===== src/rtl/imu_seq.sv =====
`default_nettype none
// ============================================================================
// Module      : imu_seq
// Description : Drives a 16-bit SPI master to configure an IMU after power-up,
//               then reads pitch rate and Z acceleration on each data-ready.
// Revision    : 1.0  initial release
// ============================================================================
module imu_seq #(
  parameter logic [15:0] INIT_DLY = 16'hFFFF
) (
  input  logic        clk,
  input  logic        rst,
  input  logic        INT,
  input  logic        done,
  input  logic [15:0] rd_data,
  output logic        wrt,
  output logic [15:0] cmd,
  output logic [15:0] ptch_rt,
  output logic [15:0] AZ,
  output logic        vld,
  output logic        init_done
);

  typedef enum logic [2:0] {
    PWR_WAIT = 3'd0,
    CFG_WR   = 3'd1,
    CFG_DN   = 3'd2,
    WAIT_INT = 3'd3,
    RD_WR    = 3'd4,
    RD_DN    = 3'd5,
    PUBLISH  = 3'd6
  } state_t;

  localparam logic [15:0] c_DLY_LAST = INIT_DLY - 16'd1;

  state_t          r_state;
  state_t          w_state_nxt;
  logic [15:0]     r_dly_cnt;
  logic [1:0]      r_idx;
  logic            r_int_ff1;
  logic            r_int_ff2;
  logic            r_done_q;
  logic [3:0][7:0] r_hold;
  logic [15:0]     r_ptch_rt;
  logic [15:0]     r_az;
  logic            r_vld;
  logic            r_init_done;
  logic            w_done_rise;
  logic            w_wrt;
  logic [15:0]     w_cmd;
  logic            w_unused_rd_hi;

  function automatic logic [15:0] cfg_word(input logic [1:0] idx);
    case (idx)
      2'd0:    cfg_word = 16'h0D02;
      2'd1:    cfg_word = 16'h1053;
      2'd2:    cfg_word = 16'h1150;
      default: cfg_word = 16'h1460;
    endcase
  endfunction

  // Holding register order: pitch L, pitch H, AZ L, AZ H.
  function automatic logic [15:0] rd_word(input logic [1:0] idx);
    case (idx)
      2'd0:    rd_word = 16'hA200;
      2'd1:    rd_word = 16'hA300;
      2'd2:    rd_word = 16'hAC00;
      default: rd_word = 16'hAD00;
    endcase
  endfunction

  // done stays high from the previous transfer, so only its rising edge counts
  assign w_done_rise    = done & ~r_done_q;
  assign w_unused_rd_hi = ^rd_data[15:8];

  always_ff @(posedge clk) begin
    if (rst) begin
      r_int_ff1 <= 1'b0;
      r_int_ff2 <= 1'b0;
      r_done_q  <= 1'b0;
    end else begin
      r_int_ff1 <= INT;
      r_int_ff2 <= r_int_ff1;
      r_done_q  <= done;
    end
  end

  always_ff @(posedge clk) begin
    if (rst) r_state <= PWR_WAIT;
    else     r_state <= w_state_nxt;
  end

  always_comb begin
    w_state_nxt = r_state;
    w_wrt       = 1'b0;
    w_cmd       = 16'h0000;
    case (r_state)
      PWR_WAIT: if (r_dly_cnt == c_DLY_LAST) w_state_nxt = CFG_WR;
      CFG_WR: begin
        w_wrt       = 1'b1;
        w_cmd       = cfg_word(r_idx);
        w_state_nxt = CFG_DN;
      end
      CFG_DN: begin
        w_cmd = cfg_word(r_idx);
        if (w_done_rise) w_state_nxt = (r_idx == 2'd3) ? WAIT_INT : CFG_WR;
      end
      WAIT_INT: if (r_int_ff2) w_state_nxt = RD_WR;
      RD_WR: begin
        w_wrt       = 1'b1;
        w_cmd       = rd_word(r_idx);
        w_state_nxt = RD_DN;
      end
      RD_DN: begin
        w_cmd = rd_word(r_idx);
        if (w_done_rise) w_state_nxt = (r_idx == 2'd3) ? PUBLISH : RD_WR;
      end
      PUBLISH: w_state_nxt = WAIT_INT;
      default: w_state_nxt = PWR_WAIT;
    endcase
  end

  always_ff @(posedge clk) begin
    if (rst) begin
      r_dly_cnt   <= 16'd0;
      r_idx       <= 2'd0;
      r_hold      <= '0;
      r_ptch_rt   <= 16'd0;
      r_az        <= 16'd0;
      r_vld       <= 1'b0;
      r_init_done <= 1'b0;
    end else begin
      r_vld <= 1'b0;
      case (r_state)
        PWR_WAIT: r_dly_cnt <= r_dly_cnt + 16'd1;
        CFG_DN: begin
          if (w_done_rise) begin
            if (r_idx == 2'd3) begin
              r_idx       <= 2'd0;
              r_init_done <= 1'b1;
            end else begin
              r_idx <= r_idx + 2'd1;
            end
          end
        end
        WAIT_INT: if (r_int_ff2) r_idx <= 2'd0;
        RD_DN: begin
          if (w_done_rise) begin
            r_hold[r_idx] <= rd_data[7:0];
            if (r_idx != 2'd3) r_idx <= r_idx + 2'd1;
          end
        end
        // Published outputs move only here, so a partial read never leaks out
        PUBLISH: begin
          r_ptch_rt <= {r_hold[1], r_hold[0]};
          r_az      <= {r_hold[3], r_hold[2]};
          r_vld     <= 1'b1;
          r_idx     <= 2'd0;
        end
        default: ;
      endcase
    end
  end

  assign wrt       = w_wrt;
  assign cmd       = w_cmd;
  assign ptch_rt   = r_ptch_rt;
  assign AZ        = r_az;
  assign vld       = r_vld;
  assign init_done = r_init_done;

endmodule
`default_nettype wire


===== config.mk =====
export PLATFORM = sky130hd
export DESIGN_NAME = imu_seq
export DESIGN_NICKNAME = d
export VERILOG_FILES = /design/src/rtl/imu_seq.sv
export SDC_FILE = /design/constraint.sdc
export NUM_CORES = 1
export LEC_CHECK = 0
export ABC_AREA = 1
export BUFFER_PORTS_ARGS = -buffer_cell sky130_fd_sc_hd__clkbuf_2
export CAP_MARGIN = 20
export CORE_UTILIZATION = 42
export DETAILED_ROUTE_END_ITERATION = 10
export HOLD_SLACK_MARGIN = 0.05
export PLACE_DENSITY = 0.68
export SLEW_MARGIN = 30
export SYNTH_ARGS = -nofsm -noshare
export SYNTH_HDL_FRONTEND = slang
export SYNTH_SLANG_ARGS = --single-unit

===== constraint.sdc =====
create_clock -name clk -period 2.3 [get_ports clk]
set_clock_uncertainty 0.1 [all_clocks]
set_input_delay 0.115 -clock clk [delete_from_list [all_inputs] [get_ports clk]]
set_output_delay 0.115 -clock clk [all_outputs]
set_load 0.1 [all_outputs]

Yosys cells after proc, flatten, opt, wreduce, memory -nomap -nowiden --
Index checks and enable logic that the tools add are counted.
Cells by class: divide/modulo/power cells 0, muxes and demuxes 21, reductions and logical operators 11, magnitude comparators 2, $add $sub $neg 2, eq/ne operators 16, multipliers 0, bitwise logic cells 2, shift-type cells 0
Operators by type and width (count):
- 13-bit case mux with 3 select lines | 1
- 12-bit case mux with 3 select lines | 1
- 32-bit bitwise mux | 1
- 16-bit case mux with 2 select lines | 1
- 3-bit case mux with 7 select lines | 1
- 16-bit by 1-bit adder with 16-bit output (second input constant) | 1
- 8-bit demux with 2-bit select | 1
- 16-bit == test (second input constant) | 1
- 2-bit 2-to-1 mux | 7
- 3-bit 2-to-1 mux | 4
- 2-bit != test (second input constant) | 6
- 3-bit == test (second input constant) | 3
- 8-bit 2-to-1 mux | 1
- 2-bit case mux with 4 select lines | 1
- 3-bit by 2-bit == test with 1-bit output (second input constant) | 2
- 2-bit OR reduction | 3
- 5-bit AND reduction | 1
- 2-bit == test (second input constant) | 2
- 4-bit AND reduction | 1
- 4-bit nonzero test | 1
- 3-bit by 1-bit == test with 1-bit output (second input constant) | 1
- 3-bit logical NOT | 1
- 2-bit by 3-bit less-than comparator with 1-bit output (second input constant) | 1
- 3-bit AND reduction | 1
- other kinds (9) | 10
Storage, ports and cells: bits in latches 0, memory bits (writable) 0, register bits 90, bits in read-only memories 0, output and inout port bits 51, memories 0

Depth between registers and ports, before layout --
Gate-level depths: netlist of the first run.
depth after elaboration 5, depth in mapped cells 10

Least setup slack after synthesis of the first run --
No wires, ideal clock.
path kind reg-to-output, start point reg r_idx[0], end point out cmd[8], path slack -944 ps, path buffers 0, data required time 2085 ps, stages on the path, launching flop included 5, data arrival time 3029 ps, path through dfxtp_1 > ha_1 > inv_1 > o21ai_0 > o21ai_0
On the way: longest elaborated chain between the ends 3
RTL lines:
- from (decl) | line 39 | logic [1:0] r_idx;
- from (signal assigned) | line 142 | r_idx <= r_idx + 2'd1;
- from (signal assigned) | line 150 | if (r_idx != 2'd3) r_idx <= r_idx + 2'd1;
- 2-bit == test, or another cell as far along | line 54, 64
- 12-bit case mux with 3 select lines or 13-bit case mux with 3 select lines (tied branches) | line 64, 54
- 16-bit case mux with 2 select lines * | line 97 | case (r_state)
- to (decl) | line 17 | output logic [15:0] cmd,
Mark *: on every way between the ends. The rest lies on a longest branch, timed or not.

Worst setup path after layout of the first run --
Ends and elaborated chain as after synthesis.

==> results of run 1 <==
==> cells in the mapped netlist, drive strengths merged <==
cell	count
nor2	113
nand4	5
o21ai	81
nand3b	2
conb	1
buf	12
nand2	44
nand3	16
nor3b	1
clkbuf	12
dfxtp	90
a21oi	49
inv	65
ha	6
nor3	2
xor2	4
o21a	2
==> critical path, delay by kind of cell (launching register included) <==
kind / cells / cell delay (ns)
DFF: 1 / 0.35
buffers and inverters: 2 / 0.74
AOI/OAI and AO/OA: 2 / 0.29
adders and majority gates: 1 / 0.24
==> logic make-up after synthesis <==
family | count (synthesis) | share of synthesized area [%]
compound gates | 132 | 17.5
xor+xnor | 4 | 0.923
fa+ha+maj | 6 | 1.98
buf+inv | 89 | 9.86
flops | 90 | 47.5
other cells | 1 | 0.0988
simple gates | 183 | 22.1
==> worst max path at each step <==
stage | slack [ns] | to | cells past startpoint
after global routing | 0.002 | cmd[4] | 6
final | 0.11 | cmd[8] | 5
after floorplan | -0.19 | cmd[8] | 4
after global placement | 0.49 | cmd[8] | 5
after CTS | 0.05 | cmd[8] | 5
after detailed placement | 0.46 | cmd[8] | 5
==> report_power, final <==
group | switching [mW] | internal, mW
Combinational | 0.0854 | 0.0371
Clock | 0.595 | 0.544
Sequential | 0.00476 | 1.56
==> layout make-up <==
| type | instances | area share (%) |
|---|---|---|
| Tap cell | 108 | 3.03 |
| Multi-Input combinational cell | 329 | 36.9 |
| Sequential cell | 90 | 40.4 |
| Clock inverter | 6 | 1.60 |
| Clock buffer | 10 | 3.09 |
| Inverter | 65 | 5.64 |
| Timing Repair Buffer | 70 | 9.37 |
==> metrics by stage <==
stage          power [mW]  util (%)  std cells
6_report             2.83      51.1        678
5_1_grt              2.94      51.1        678
4_1_cts              2.86      51.1        678
3_5_place_dp         1.71      47.6        652
3_3_place_gp         1.71      47.6        652
2_1_floorplan        1.69         -        508
==> layout by cell type (no fill, tap or decap), types with 5 or more instances in the layout <==
| cell | synthesis | final |
|---|---|---|
| nand4_1 | 5 | 5 |
| a21oi_1 | 49 | 47 |
| dlygate4sd3_1 | 0 | 10 |
| clkbuf_2 | 0 | 54 |
| nand3_1 | 15 | 14 |
| nor2_1 | 106 | 105 |
| nand2_1 | 41 | 41 |
| o21ai_1 | 11 | 15 |
| inv_1 | 58 | 58 |
| inv_2 | 5 | 5 |
| clkbuf_8 | 0 | 10 |
| o21ai_0 | 70 | 66 |
| ha_1 | 6 | 6 |
| dfxtp_1 | 90 | 90 |
==> layer usage <==
layer / GRT usage, % / up-vias
met5: 0 / -
met4: 5.74 / 0
met3: 4.34 / 9
met2: 29.5 / 66
met1: 21.6 / 1468
li1: - / 1731
==> registers in the layout (all words and copies together), names as in the netlist, 2 cells and up <==
register	count
r_dly_cnt	16
ptch_rt	16
r_idx	2
AZ	16
r_hold	32
r_state	3
==> repair_timing <==
item,CTS,global route
resized for setup,0,4
endpoints found under the setup margin,0,5
endpoints found under the hold margin,34,0
hold buffers,10,0
==> impl_metrics.json, run 1 <==
{
  "synth-seq-cells": 90,
  "n_fill_cell": 868,
  "drive_above_1_share_pct": 17.4,
  "place_congestion": 0.801,
  "clockRootBuffer": "clkbuf_8",
  "cts.clk_slew.worst_paths_ns": 0.10,
  "synthDistinctLibCells": 29,
  "antenna_found_initial": 0,
  "r2r_slack_ns": 0.57,
  "cts_sinks": 90,
  "pre_cts_slack_ns": 0.459,
  "cp_max_fo": 8,
  "cp-end-kind": "primary output",
  "multi_input_comb_area_um2": 1640,
  "wire_per_inst_um": 11.6,
  "area_delta_synth_final_pct": 17.5,
  "hold_end": "r_int_ff2",
  "postLayoutCellArea_um2": 4460,
  "top_layer_used": "met4",
  "cts_tree": "built",
  "slowest_delay_ns": 0.43,
  "grt_pass1_vias": 3125,
  "drc_errors": 0,
  "start_kind": "flop",
  "placed_cell_area_um2": 4150,
  "ant_nets": 0,
  "met3RoutedLength_um": 279,
  "htreeDepth": 3,
  "netlist_instances": 505,
  "status": "complete, no violations",
  "hold_viol_final": 0,
  "overflow": 0,
  "hold_path_class": "in -> reg",
  "rows": 34,
  "r2r_cells": 7,
  "cellPowerDensity_nw_per_um2": 635,
  "cts_buffers": 9,
  "crit_arrival_ns": 1.97,
  "synthTopCellsByArea": "dfxtp_1 47%, nor2_1 10%, o21ai_0 9.2%",
  "ir_drop_uv": 297,
  "setup_tns_ns": 0,
  "met1_length_um": 3780,
  "finalHoldWorstSlack_ns": 0.0563,
  "drt-total-wl_um": 7870,
  "clock_path_buffers": 2,
  "critical_path_class": "reg -> out",
  "rsz0062_at_grt": "no",
  "maxCapViolCount": 0,
  "drtIter0Drc": 64,
  "slew_violations": 0,
  "coreArea_um2": 8720,
  "syn_area_um2": 3790,
  "num_vias": 3274,
  "regArea_um2": 1800,
  "grt_start_max_net_pins": 71,
  "die_h_um": 97.0,
  "max_freq_mhz": 458,
  "leakagePower_nw": 1.91,
  "cp-startpoint": "r_idx[0]",
  "holdCritStartpoint": "rst",
  "critical_path.reg2reg.startpoint": "r_state[0]",
  "ys_seq_area_share_pct": 47.5,
  "crit_slowest_cell": "buf_2",
  "slew_headroom_pct": 62.7,
  "hold_path_depth": 2,
  "fin_crit_ns": 2.19,
  "io_buffers": 58,
  "ys_warn_count": 0,
  "die_w_um": 97.0,
  "period_share_pct": 95.0,
  "synth_area_per_cell_um2": 7.51,
  "grt_pass1_wl_um": 13500,
  "yosysTopAreaCellShare_pct": 47.5,
  "finalSetupViolCount": 0,
  "clock_latency_ns": 0.36,
  "wl_met2_um": 3700,
  "cts_setup_buffers": 0,
  "ios": 71,
  "via_per_inst": 4.83,
  "num_antenna_cells": 0,
  "yosys.area.top_type": "dfxtp_1",
  "worstReg2RegEnd": "r_idx[1]",
  "tightest_slew_ns": 0.559,
  "nets": 591,
  "grtUsageTotal_pct": 17.4,
  "dp_hpwl_um": 5430,
  "worstPathRequired_ns": 2.09,
  "dieArea_um2": 9420,
  "setup_ws_ns": 0.115,
  "start_util_pct": 43.5,
  "detail_route.first_pass.iterations": 4,
  "crit_path_cell_trace": "ha_1 > inv_1 > o21ai_0 > o21ai_1 > buf_2"
}
Note: power is estimated with default switching activity, not from simulation.
==> run 2, diff against run 1 <==
==> constraint.sdc (replaced) <==
create_clock -name clk -period 2.3 [get_ports clk]
set_clock_uncertainty 0.1 [all_clocks]
set_input_delay 0.115 -clock clk [delete_from_list [all_inputs] [get_ports clk]]
set_output_delay 0.115 -clock clk [all_outputs]
set_load 0.02 [all_outputs]
==> impl_metrics.json, run 2 (same netlist as run 1, synthesis figures left out) <==
{
  "die_h_um": 97.0,
  "dieArea_um2": 9420,
  "wire_per_inst_um": 11.5,
  "r2r_cells": 7,
  "antenna_found_initial": 0,
  "use_met1_pct": 21.2,
  "die_w_um": 97.0,
  "final_common_cell": "nor2_1",
  "largest_reg_flops": 32,
  "period_share_pct": 87.1,
  "num_vias": 3266,
  "worstPathRequired_ns": 2.09,
  "leakagePower_nw": 1.91,
  "rsz0062_at_grt": "no",
  "cp-end-kind": "primary output",
  "ant_nets": 0,
  "coreArea_um2": 8720,
  "placed_cells": 653,
  "cp-startpoint": "r_idx[0]",
  "grt_start_max_net_pins": 68,
  "cts.clk_slew.worst_paths_ns": 0.09,
  "place_congestion": 0.832,
  "start_util_pct": 43.5,
  "regMostFlops": "r_hold",
  "gr-max-usage-layer": "met2",
  "detail_route.first_pass.iterations": 4,
  "nets": 592,
  "fin_crit_ns": 2.00,
  "n_fill_cell": 874,
  "use_met2_pct": 30.0,
  "ir_drop_uv": 343,
  "intPower_mw": 2.12,
  "finalSetupViolCount": 0,
  "dp_hpwl_um": 5390,
  "drtIter0Drc": 98,
  "clock_latency_ns": 0.35,
  "grt_pass1_vias": 2949,
  "drc_errors": 0,
  "cts_tree": "built",
  "tightest_slew_ns": 0.556,
  "clockRootBuffer": "clkbuf_8",
  "critical_path.reg2reg.startpoint": "r_state[0]",
  "cp_max_fo": 8,
  "maxCapViolCount": 0,
  "seq_power_share_pct": 56.9,
  "grtUsageTotal_pct": 17.4,
  "hold_path_class": "in -> reg",
  "ios": 71,
  "io_buffers": 58,
  "overflow": 0,
  "cts_sinks": 90,
  "cellPowerDensity_nw_per_um2": 620,
  "status": "complete, no violations",
  "critical_path_class": "reg -> out",
  "switching_share_pct": 23.2,
  "via_per_inst": 4.81,
  "p_sw_uw": 639,
  "cts_buffers": 9,
  "max_freq_mhz": 499,
  "slew_violations": 0,
  "clock_path_buffers": 2,
  "holdCritStartpoint": "rst",
  "p_comb_share_pct": 3.7,
  "final_cell_mix": "106 x nor2_1, 90 x dfxtp_1, 70 x o21ai_0, 58 x inv_1, 58 x clkbuf_2",
  "drt-total-wl_um": 7840,
  "rows": 34,
  "drive_above_1_share_pct": 16.8,
  "slew_headroom_pct": 62.9,
  "grt_use_met3_pct": 4.84,
  "setup_tns_ns": 0,
  "htreeDepth": 3,
  "hold_viol_final": 0,
  "clockPowerShare_pct": 39.4,
  "crit_arrival_ns": 1.79,
  "instances_no_fill": 679,
  "num_antenna_cells": 0,
  "start_kind": "flop",
  "area_delta_synth_final_pct": 17.3,
  "hold_path_depth": 3,
  "grt_pass1_wl_um": 13200
}
==> run 2: routing by layer <==
metal  wire length (um)  up-vias
li1                   -     1729
met1               3650     1471
met2               3810       61
met3                302        5
met4                 78        0
met5                  0        -
==> run 2: cell type report <==
cell class / count / area (um^2) / area share [%]
inverters: 65 / 251 / 5.65
repair buffers: 71 / 425 / 9.56
clock buffers: 10 / 128 / 2.87
multi-input cells: 329 / 1630 / 36.7
well taps: 108 / 135 / 3.04
flip-flops and latches: 90 / 1800 / 40.5
clock inverters: 6 / 75.1 / 1.69
==> run 2: timing repair <==
item,CTS,global route
endpoints found under the hold margin,33,0
resized for setup,0,0
buffers inserted,0,0
hold buffers,10,0
==> run 2: power groups by stage <==
stage | clock, mW | combinational, mW | sequential [mW]
CTS | 1.12 | 0.102 | 1.57
finish | 1.09 | 0.102 | 1.57
detailed placement | 0 | 0.0886 | 1.60
floorplan | 0 | 0.0608 | 1.60
global placement | 0 | 0.0874 | 1.60
global route | 1.19 | 0.115 | 1.57
==> run 2: worst max-delay path, stage by stage, from the launching register on <==
cell      delay (ns)
dfxtp_1         0.35
ha_1            0.24
inv_1           0.30
o21ai_0         0.15
o21ai_0         0.19
clkbuf_2        0.20
==> run 2: worst paths after layout <==
path                endpoint  slack [ns]
setup / recovery      cmd[8]        0.30
hold reg to reg    r_int_ff2        0.31
setup reg to reg    r_idx[0]        0.59
hold / removal    r_state[2]        0.06
==> run 2: through the flow <==
stage               worst slack (ns)  area (um^2)  power (mW)  util [%]  hold slack [ns]
global route                   0.163         4450        2.87      51.0           0.0723
CTS                            0.290         4450        2.79      51.0           0.0547
finish                         0.297         4450        2.76      51.0           0.0634
floorplan                      0.685         3800        1.66         -            0.122
detailed placement             0.581         4150        1.69      47.6            0.216
global placement               0.623         4150        1.69      47.6            0.213
==> run 3, diff against run 2 <==
--- a/config.mk
+++ b/config.mk
@@ -8,10 +8,11 @@
 export ABC_AREA = 1
 export BUFFER_PORTS_ARGS = -buffer_cell sky130_fd_sc_hd__clkbuf_2
 export CAP_MARGIN = 20
-export CORE_UTILIZATION = 42
+export CORE_ASPECT_RATIO = 0.9
+export CORE_UTILIZATION = 50
 export DETAILED_ROUTE_END_ITERATION = 10
 export HOLD_SLACK_MARGIN = 0.05
-export PLACE_DENSITY = 0.68
+export PLACE_DENSITY = 0.78
 export SLEW_MARGIN = 30
 export SYNTH_ARGS = -nofsm -noshare
 export SYNTH_HDL_FRONTEND = slang
==> impl_metrics.json, run 3 (same netlist as run 1, synthesis figures left out) <==
{
  "die_h_um": 84.6,
  "largest_reg_flops": 32,
  "clock_path_buffers": 2,
  "rows": 29,
  "slew_violations": 0,
  "regMostFlops": "r_hold",
  "dp_hpwl_um": 5370,
  "finalSetupViolCount": 0,
  "grt_pass1_vias": 2938,
  "start_kind": "flop",
  "p_total_mw": 2.76,
  "grt_start_max_net_pins": 68,
  "cts.clk_slew.worst_paths_ns": 0.09,
  "place_congestion": 0.879,
  "r2r_slack_ns": 0.56,
  "drive_above_1_share_pct": 16.8,
  "final_cell_mix": "106 x nor2_1, 90 x dfxtp_1, 70 x o21ai_0, 58 x inv_1, 58 x clkbuf_2",
  "critical_path_class": "reg -> out",
  "htreeDepth": 3,
  "switching_share_pct": 23.3,
  "period_share_pct": 85.5,
  "cts.repair.resized": 0,
  "nets": 592,
  "num_vias": 3262,
  "hold_path_class": "in -> reg",
  "dieArea_um2": 7940,
  "drtIter0Drc": 217,
  "start_util_pct": 52.8,
  "grt_use_met3_pct": 6.43,
  "wire_per_inst_um": 11.8,
  "crit_slowest_cell": "dfxtp_1",
  "use_met1_pct": 26.3,
  "maxCapViolCount": 0,
  "clockPowerShare_pct": 39.5,
  "cp.buffers_inverters": 2,
  "coreArea_um2": 7180,
  "cts_setup_buffers": 0,
  "gr-max-usage-layer": "met2",
  "grtUsageTotal_pct": 21.1,
  "cts_sinks": 90,
  "die_w_um": 93.8,
  "cts_buffers": 9,
  "p_comb_share_pct": 3.7,
  "hold_viol_final": 0,
  "area_delta_synth_final_pct": 16.8,
  "intPower_mw": 2.12,
  "grt_pass1_wl_um": 13100,
  "worstPathRequired_ns": 2.09,
  "clockRootBuffer": "clkbuf_8",
  "drt-total-wl_um": 7830,
  "slew_headroom_pct": 62.4,
  "drc_errors": 0,
  "ant_nets": 0,
  "slowest_delay_ns": 0.35,
  "cellPowerDensity_nw_per_um2": 624,
  "path_delay_family": "buffers and inverters",
  "rsz0062_at_grt": "no",
  "p_sw_uw": 644,
  "crit_arrival_ns": 1.75,
  "cp_max_fo": 8,
  "via_per_inst": 4.91,
  "fin_crit_ns": 1.97,
  "max_freq_mhz": 509,
  "crit_top_cell": "o21ai_0",
  "status": "complete, no violations",
  "ir_drop_uv": 489,
  "num_antenna_cells": 0,
  "tightest_slew_ns": 0.564,
  "antenna_found_initial": 0,
  "ios": 71,
  "cts_tree": "built",
  "leakagePower_nw": 1.91,
  "io_buffers": 58,
  "final_common_cell": "nor2_1",
  "cts_hold_buf": 10,
  "use_met2_pct": 34.4,
  "seq_power_share_pct": 56.8,
  "clock_latency_ns": 0.36,
  "crit_path_cell_trace": "ha_1 > inv_1 > o21ai_0 > o21ai_0 > clkbuf_2",
  "cp-end-kind": "primary output",
  "overflow": 0,
  "setup_tns_ns": 0,
  "detail_route.first_pass.iterations": 5
}
-- run 3: cell count changes in the layout (fill, tap and decap cells not counted) --
cell / previous run / this run
inv_8: 1 / 0
inv_6: 2 / 4
clkinv_4: 2 / 1
-- run 3: tightest hold or removal path, cell delays in order --
cell and delay [ns]:
clkbuf_2 0.09, buf_4 0.21, nor2_1 0.07
-- run 3: per-layer routing --
metal / vias up / share of wire [%]
li1: 1724 / -
met1: 1443 / 45
met2: 89 / 48
met3: 6 / 5.9
met4: 0 / 0.78
met5: - / 0
-- run 3: metrics by stage --
| step | cell area, um^2 | util (%) | hold slack (ns) | setup WS (ns) | cells |
|---|---|---|---|---|---|
| 6_report | 4430 | 61.7 | 0.0643 | 0.335 | 664 |
| 4_1_cts | 4430 | 61.7 | 0.0557 | 0.320 | 664 |
| 5_1_grt | 4430 | 61.7 | 0.0602 | 0.138 | 664 |
| 3_3_place_gp | 4130 | 57.5 | 0.213 | 0.630 | 638 |
| 3_5_place_dp | 4130 | 57.5 | 0.213 | 0.580 | 638 |
| 2_1_floorplan | 3800 | - | 0.122 | 0.685 | 508 |
-- run 3: cell type report --
class,instances,area (um^2)
clock buffer,10,128
fill,648,2760
inverter,65,251
clock inverter,6,72.6
tap,93,116
timing repair buffer,71,425
sequential,90,1800
multi-input combinational,329,1630
-- run 3: power by group through the flow --
| stage | combinational, mW | clock, mW | sequential, mW |
|---|---|---|---|
| 6_report | 0.102 | 1.09 | 1.57 |
| 5_1_grt | 0.114 | 1.20 | 1.57 |
| 4_1_cts | 0.102 | 1.12 | 1.57 |
| 3_5_place_dp | 0.0887 | 0 | 1.61 |
| 3_3_place_gp | 0.0871 | 0 | 1.60 |
| 2_1_floorplan | 0.0608 | 0 | 1.60 |
-- run 3: path summary, 6_finish.rpt --
check	start	endpoint	cells past startpoint
worst max-delay path	r_idx[0]	cmd[8]	5
worst min-delay path	rst	r_int_ff1	3
worst max register to register	r_state[0]	r_idx[0]	7
worst min register to register	r_int_ff1	r_int_ff2	2
